`src/rtl/id_ex_operand_stage.sv`:
```
// ID/EX operand stage: latches decoded fields, builds forwarded ALU operands,
// and raises a load-use stall that turns the next latch into a bubble.
package id_ex_operand_stage_pkg;
    typedef enum logic [3:0] {
        ALU_SLL  = 4'd0,
        ALU_SRL  = 4'd1,
        ALU_ADD  = 4'd2,
        ALU_SUB  = 4'd3,
        ALU_AND  = 4'd4,
        ALU_OR   = 4'd5,
        ALU_XOR  = 4'd6,
        ALU_NOR  = 4'd7,
        ALU_SLT  = 4'd8,
        ALU_SLTU = 4'd9
    } aluop_t;
endpackage

// One source operand (rs or rt): write-back bypass at capture time and
// EX/MEM > MEM/WB forwarding on the latched value. Register 0 never forwards.
module id_ex_src_lane #(
    parameter int DW = 32,
    parameter int RW = 5
) (
    input  logic [RW-1:0] i_dec_sel,
    input  logic [DW-1:0] i_dec_rdat,
    input  logic [RW-1:0] i_lat_sel,
    input  logic [DW-1:0] i_lat_rdat,
    input  logic          i_exmem_regwen,
    input  logic [RW-1:0] i_exmem_wsel,
    input  logic [DW-1:0] i_exmem_wdat,
    input  logic          i_memwb_regwen,
    input  logic [RW-1:0] i_memwb_wsel,
    input  logic [DW-1:0] i_memwb_wdat,
    output logic [DW-1:0] o_cap_rdat,
    output logic [DW-1:0] o_fwd_rdat
);
    logic w_cap_hit;
    logic w_ex_hit;
    logic w_wb_hit;
    logic w_lat_nz;

    assign w_cap_hit = i_memwb_regwen && (i_memwb_wsel != '0) && (i_memwb_wsel == i_dec_sel);
    assign o_cap_rdat = w_cap_hit ? i_memwb_wdat : i_dec_rdat;

    assign w_lat_nz = (i_lat_sel != '0);
    assign w_ex_hit = w_lat_nz && i_exmem_regwen && (i_exmem_wsel == i_lat_sel);
    assign w_wb_hit = w_lat_nz && i_memwb_regwen && (i_memwb_wsel == i_lat_sel);

    always_comb begin
        o_fwd_rdat = i_lat_rdat;
        if (w_ex_hit)
            o_fwd_rdat = i_exmem_wdat;
        else if (w_wb_hit)
            o_fwd_rdat = i_memwb_wdat;
    end
endmodule

module id_ex_operand_stage
    import id_ex_operand_stage_pkg::*;
#(
    parameter int DW = 32,
    parameter int RW = 5
) (
    input  logic          CLK,
    input  logic          RST,
    input  logic          dec_valid,
    input  aluop_t        dec_aluop,
    input  logic [RW-1:0] dec_rs,
    input  logic [RW-1:0] dec_rt,
    input  logic [RW-1:0] dec_wsel,
    input  logic [DW-1:0] dec_rdat1,
    input  logic [DW-1:0] dec_rdat2,
    input  logic [DW-1:0] dec_imm,
    input  logic [4:0]    dec_shamt,
    input  logic [1:0]    dec_alusrc,
    input  logic          dec_regwen,
    input  logic          dec_memread,
    input  logic          flush,
    input  logic          exmem_regwen,
    input  logic [RW-1:0] exmem_wsel,
    input  logic [DW-1:0] exmem_wdat,
    input  logic          memwb_regwen,
    input  logic [RW-1:0] memwb_wsel,
    input  logic [DW-1:0] memwb_wdat,
    output logic          stall,
    output logic          ex_valid,
    output aluop_t        ex_aluop,
    output logic [RW-1:0] ex_wsel,
    output logic          ex_regwen,
    output logic          ex_memread,
    output logic [DW-1:0] Port_A,
    output logic [DW-1:0] Port_B,
    output logic [DW-1:0] ex_store_data
);
    localparam int NSRC = 2;

    logic          r_valid;
    aluop_t        r_aluop;
    logic [RW-1:0] r_rs;
    logic [RW-1:0] r_rt;
    logic [RW-1:0] r_wsel;
    logic [DW-1:0] r_rdat1;
    logic [DW-1:0] r_rdat2;
    logic [DW-1:0] r_imm;
    logic [4:0]    r_shamt;
    logic [1:0]    r_alusrc;
    logic          r_regwen;
    logic          r_memread;

    // Lane 0 is rs, lane 1 is rt.
    logic [NSRC-1:0][RW-1:0] w_dec_sel;
    logic [NSRC-1:0][DW-1:0] w_dec_rdat;
    logic [NSRC-1:0][RW-1:0] w_lat_sel;
    logic [NSRC-1:0][DW-1:0] w_lat_rdat;
    logic [NSRC-1:0][DW-1:0] w_cap_rdat;
    logic [NSRC-1:0][DW-1:0] w_fwd_rdat;
    logic                    w_bubble;

    assign w_dec_sel  = {dec_rt, dec_rs};
    assign w_dec_rdat = {dec_rdat2, dec_rdat1};
    assign w_lat_sel  = {r_rt, r_rs};
    assign w_lat_rdat = {r_rdat2, r_rdat1};

    genvar g;
    generate
        for (g = 0; g < NSRC; g++) begin : g_src
            id_ex_src_lane #(.DW(DW), .RW(RW)) u_lane (
                .i_dec_sel      (w_dec_sel[g]),
                .i_dec_rdat     (w_dec_rdat[g]),
                .i_lat_sel      (w_lat_sel[g]),
                .i_lat_rdat     (w_lat_rdat[g]),
                .i_exmem_regwen (exmem_regwen),
                .i_exmem_wsel   (exmem_wsel),
                .i_exmem_wdat   (exmem_wdat),
                .i_memwb_regwen (memwb_regwen),
                .i_memwb_wsel   (memwb_wsel),
                .i_memwb_wdat   (memwb_wdat),
                .o_cap_rdat     (w_cap_rdat[g]),
                .o_fwd_rdat     (w_fwd_rdat[g])
            );
        end
    endgenerate

    // rt is compared even when the decoded op uses an immediate: cheaper than
    // decoding operand usage and only costs an occasional extra bubble.
    assign stall = r_valid && r_memread && (r_wsel != '0) && dec_valid &&
                   ((r_wsel == dec_rs) || (r_wsel == dec_rt));

    assign w_bubble = RST || flush || stall;

    always_ff @(posedge CLK) begin
        if (w_bubble) begin
            r_valid   <= 1'b0;
            r_aluop   <= ALU_SLL;
            r_rs      <= '0;
            r_rt      <= '0;
            r_wsel    <= '0;
            r_rdat1   <= '0;
            r_rdat2   <= '0;
            r_imm     <= '0;
            r_shamt   <= '0;
            r_alusrc  <= '0;
            r_regwen  <= 1'b0;
            r_memread <= 1'b0;
        end else begin
            r_valid   <= dec_valid;
            r_aluop   <= dec_aluop;
            r_rs      <= dec_rs;
            r_rt      <= dec_rt;
            r_wsel    <= dec_wsel;
            r_rdat1   <= w_cap_rdat[0];
            r_rdat2   <= w_cap_rdat[1];
            r_imm     <= dec_imm;
            r_shamt   <= dec_shamt;
            r_alusrc  <= dec_alusrc;
            r_regwen  <= dec_regwen;
            r_memread <= dec_memread;
        end
    end

    always_comb begin
        Port_B = '0;
        case (r_alusrc)
            2'd0:    Port_B = w_fwd_rdat[1];
            2'd1:    Port_B = r_imm;
            2'd2:    Port_B = {{(DW-5){1'b0}}, r_shamt};
            default: Port_B = '0;
        endcase
    end

    assign Port_A        = w_fwd_rdat[0];
    assign ex_store_data = w_fwd_rdat[1];
    assign ex_valid      = r_valid;
    assign ex_aluop      = r_aluop;
    assign ex_wsel       = r_wsel;
    assign ex_regwen     = r_regwen;
    assign ex_memread    = r_memread;
endmodule

```
`config.mk`:
```
export PLATFORM = sky130hd
export DESIGN_NAME = id_ex_operand_stage
export DESIGN_NICKNAME = d
export VERILOG_FILES = /design/src/rtl/id_ex_operand_stage.sv
export SDC_FILE = /design/constraint.sdc
export NUM_CORES = 1
export LEC_CHECK = 0
export ABC_AREA = 1
export CAP_MARGIN = 20
export CORE_ASPECT_RATIO = 2
export CORE_MARGIN = 10
export CORE_UTILIZATION = 43
export DETAILED_ROUTE_END_ITERATION = 6
export PLACE_DENSITY = 0.81
export SLEW_MARGIN = 10
export SYNTH_ARGS = -nofsm -noshare
export SYNTH_HDL_FRONTEND = slang
export SYNTH_SLANG_ARGS = --single-unit
```
`constraint.sdc`:
```
create_clock -name CLK -period 2 [get_ports CLK]
set_input_delay 0.4 -clock CLK [delete_from_list [all_inputs] [get_ports CLK]]
set_output_delay 0.4 -clock CLK [all_outputs]
set_load 0.05 [all_outputs]
```
# == Word-level counts from Yosys, hierarchy flattened ==
# Cells that the tools add are included.
# classes
n_eq_ne,10
muxes,7
reduce_logical,23
# op_table
cell,count
two-way mux 32 bit,6
case mux 32 bit (3 select lines),1
== test 5 bit,8
nonzero test 5 bit,4
logical AND 1 bit,15
logical OR 1 bit,3
"== test 2 x 1 -> 1 bit, second input constant",1
"== test 2 bit, second input constant",1
logical NOT 2 bit,1
# word_totals
register_bits,125
inputBits,204
output_inout_bits,109
word_cells,52

# == Depth between registers and ports, before layout ==
# logic_depth
word_depth,6
ltp_mapped,13
depth_no_buf,11

# == Modules after synthesis ==
# Synthesis repeated with hierarchy kept, for this count alone.
# unflattened
hier_cells,1301
area_unflattened_um2,8025.2
# modules_own_cells
module,instances,cells_per_inst,area_each_um2,seq_area_each_um2
id_ex_operand_stage,1,549,4214.0,2502.4
id_ex_src_lane,2,376,1905.6,0.0

# == Worst setup path before layout ==
# Ideal clock, no wire load.
# synth_path
path_type,input -> output
startpoint,input memwb_wsel[2]
endpoint,output Port_A[21]
t_arrival_ps,1711
required_ps,1600
setup_slack_ps,-111
cell_stages,8
path_buffers,2
cell_sequence,buf_2 xor2_1 nor3_4 nand2_2 buf_6 nand2_1 nand3_1 nand2_1
# synth_via
elab_chain_cells,4
# synth_rtl
element,line,source
"start, declared",83,"input logic [RW-1:0] memwb_wsel,"
== test 5 bit,47,assign w_wb_hit = w_lat_nz && i_memwb_regwen && (i_memwb_wsel == i_lat_sel);
logical AND 1 bit,47,
two-way mux 32 bit,53,else if (w_wb_hit)
two-way mux 32 bit,51,if (w_ex_hit)
"end, declared",91,"output logic [DW-1:0] Port_A,"
# No other way between the ends.

# == Final worst setup path ==
# layout_path
startpoint,register r_rt[2]
endpoint,output Port_B[27]
# layout_via
elab_chain_cells,6
word_cells_on_any_way,10
cone_classes,2 x eq/ne; 3 x mux; 5 x reduce/logical
# layout_rtl
element,line,source
"start, declared",100,logic [RW-1:0] r_rt;
"start signal, assigned",169,r_rt <= dec_rt;
nonzero test 5 bit,45,assign w_lat_nz = (i_lat_sel != '0);
logical AND 1 bit (2 in a row),47,
two-way mux 32 bit,53,
two-way mux 32 bit *,51,
case mux 32 bit (3 select lines) *,183,case (r_alusrc)
"end, declared",92,"output logic [DW-1:0] Port_B,"
# Every way passes the cells marked *; elsewhere a longest branch is shown, timed or not.

==> impl_metrics.csv <==
group,metric,value,unit
power_and_ir_drop,p_sw,2878,uW
sta,finalMaxSlewViolations,0,
clock_network,cts_htree_levels,4,
routing,dr.pass1.iters,7,
routing,via_per_inst,6.142,
critical_path,arrival,2310,ps
clock_network,numCtsBuffers,17,
floorplanning,die_w,111.8,um
cells_and_area,num-nets-final,1733,
routing,vias,10800,
critical_path,cp-start-kind,"flip-flop",
synth,synth_xor_area_frac,0.02538,
synth,synth_fp_nets,1348,
outcome,violations,"design-rule violations, negative setup slack",
sta,fin_skew,10.68,ps
grt,grt_start_max_net_pins,54,
cells_and_area,area_growth,103.3,%
grt,grt_antenna_before_repair,7,
critical_path,reg2reg_from,"ex_wsel[1]$_SDFF_PP0_",
synth,syn_avg_cell_area,6.336,um^2
synth,yosys.area_share.simple,0.4402,
cells_and_area,layout_common_cells,"clkdlybuf4s50_1, nand2_1, inv_1",
routing,drt_wl_total,48.75,mm
power_and_ir_drop,p_leak,0.006853,uW
sta,worst_slack,-711.4,ps
clock_network,path_clk_slew,60,ps
synth,yosysWarnings,0,
synth,synthMuxAreaShare,0,
floorplanning,dieArea,22760,um^2
grt,grt.total_usage,0.3442,
place,dp_hpwl,25.67,mm
worst_hold_path,hp-class,"primary input to flip-flop",
sta,fin_crit,2711,ps
power_and_ir_drop,vdd_ir_drop_max,0.7485,mV
floorplanning,num_rows,67,
sta,setup_violations,161,
power_and_ir_drop,combinationalPowerShare,0.316,
sta,finalCritPeriodShare,1.356,
routing,drc,17,
floorplanning,start_util,0.4345,
synth,synth_area_leaders,"dfxtp_1, nand3_1, nand2_1",
grt,grt_busiest_layer,"met2",
floorplanning,io_pins,313,
critical_path,required,1600,ps
grt,grt_use_met1,0.3126,
synth,ys_types,26,
cells_and_area,drive_gt1_frac,0.3781,
sta,tightest_slew,720.2,ps
outcome,status,"complete, but fails checks",
synth,synth_top_area_frac,0.3452,
power_and_ir_drop,internal_power,5812,uW
grt,grt_overflow_total,0,
grt,grt_pass1_vias,10620,
synth,synth_top_area_cell,"dfxtp_1",
grt,grt_pass1_wl,60.94,mm
synth,synth_fa_ha_area_frac,0,
routing,drtIter0Drc,1373,
synth,synth_compound_area_frac,0.05161,
synth,syn_inst,1144,
sta,slew_headroom,0.5187,
critical_path,cp-startpoint,"r_rt[2]$_SDFF_PP0_",
clock_network,cts_tree,"built",
power_and_ir_drop,power_frac_seq,0.305,
power_and_ir_drop,clockPowerShare,0.379,
clock_network,cts_buffer_depth,2,
power_and_ir_drop,sw_frac_of_total,0.3312,
sta,finalHoldViolations,0,
sta,max_freq,368.8,MHz
power_and_ir_drop,power.density,589.7,nW/um^2
worst_hold_path,min_from,"dec_rs[4]",
sta,whs,343.6,ps
cells_and_area,final_common_cell,"clkdlybuf4s50_1",
synth,ys_seq_elements,125,
flow_run,drv_cap,0,
critical_path,worst_setup_path_end_kind,"primary output",
routing,wl_per_cell,27.73,um
critical_path,crit_fanout,5,
routing,final_antenna_net_count,0,
place,globalplace.congestion,1.008,
clock_network,clock_sinks,125,
place,io_buffers,312,
synth,synth.yosys.seq_area_share,0.3452,
sta,grt_setup_unrepaired,"true",
power_and_ir_drop,p_total,8690,uW
critical_path,crit_type,"flip-flop to primary output",
clock_network,cts-root-buf,"clkbuf_16",
synth,syn_area,7248,um^2
grt,use_met2,0.6077,
synth,synth_top_family_by_area,"simple AND/OR/NAND/NOR gates",
floorplanning,die_h,203.6,um
clock_network,clkLatencyLatePin,440,ps
floorplanning,core_area,16680,um^2
grt,grt_util_met3,0.09356,
cells_and_area,final_cell_area,14740,um^2
place,place_area,11510,um^2
-- critical path, stage by stage, from the launching register on --
cell	delay (ps)
dfxtp_4	370
inv_4	70
nand2_1	70
nand2_2	130
nand2_2	90
nor2_4	130
buf_12	150
nand2_8	80
clkbuf_16	170
nand2_2	60
nand3_2	130
nand3_4	180
nand2_2	80
buf_6	160
-- registers in the layout (all words and copies together), names as in the netlist --
| signal | cells |
|---|---|
| r_rdat1 | 32 |
| r_rdat2 | 32 |
| ex_wsel | 5 |
| ex_regwen | 1 |
| r_shamt | 5 |
| r_rt | 5 |
| ex_memread | 1 |
| r_alusrc | 2 |
| r_imm | 32 |
| r_rs | 5 |
| ex_aluop | 4 |
| ex_valid | 1 |
-- logic make-up after synthesis --
group           Yosys count
compound gates           72
xor+xnor                 21
buf+inv                 228
flops                   125
simple gates            698
-- stage by stage --
step	setup WS [ps]	std cells	TNS [ps]	util
after floorplan	-1.966	1144	-1.966	-
after global placement	-648.1	1675	-74830	0.6902
after detailed placement	-717.8	1675	-82510	0.6902
after CTS	-548.2	1733	-46610	0.8285
after global routing	-805.5	1756	-81480	0.8830
final	-711.4	1758	-64990	0.8833
-- power by group through the flow --
stage / logic [uW] / registers, uW / clock network [uW]
6_report: 2740 / 2650 / 3290
2_1_floorplan: 988 / 2710 / 0
3_3_place_gp: 2100 / 2680 / 0
4_1_cts: 2420 / 2640 / 3250
5_1_grt: 2820 / 2660 / 3390
3_5_place_dp: 2120 / 2690 / 0
-- Yosys cell counts --
cell      instances
nand2_1         305
nand3_1         239
inv_1           147
dfxtp_1         125
nor2_1           71
a21oi_1          66
buf_2            38
and2_1           32
nand3b_1         32
clkbuf_1         15
buf_4            13
xnor2_1          11
xor2_1           10
inv_2             8
buf_6             6
nor2_2            6
nand2_2           4
nand4_1           3
o211ai_1          3
nor2_4            2
nor3_1            2
o22ai_1           2
a21oi_2           1
buf_1             1
nor3_4            1
nor4_2            1
-- repair_timing --
item / CTS / global route
gates cloned: 12 / 8
hold buffers: 0 / 0
resized for setup: 342 / 168
pin swaps: 85 / 83
endpoints found under the setup margin: 102 / 101
buffers inserted: 14 / 13
-- final timing paths --
path / endpoint / slack, ps / cells past startpoint
worst max-delay path: Port_B[27] / -710 / 13
worst min-delay path: r_rs[4]$_SDFF_PP0_ / 340 / 3
worst max register to register: r_rdat2[25]$_SDFF_PP0_ / 270 / 8
worst min register to register: ex_wsel[3]$_SDFF_PP0_ / 900 / 6
-- final cells by class --
class                           count  area, um^2
Tap cell                          207       259.0
Inverter                          155       591.8
Fill cell                         731        1947
Timing Repair Buffer              439        5398
Clock buffer                       18       439.2
Sequential cell                   125        2530
Antenna cell                        9       22.52
Clock inverter                     14       168.9
Multi-Input combinational cell    791        5326
-- per-layer routing --
| metal | vias to the layer above | share of wire |
|---|---|---|
| li1 | 4391 | - |
| met1 | 4969 | 0.29 |
| met2 | 1012 | 0.50 |
| met3 | 426 | 0.11 |
| met4 | 0 | 0.11 |
| met5 | - | 0 |
Power figures use the tool's default switching activity.
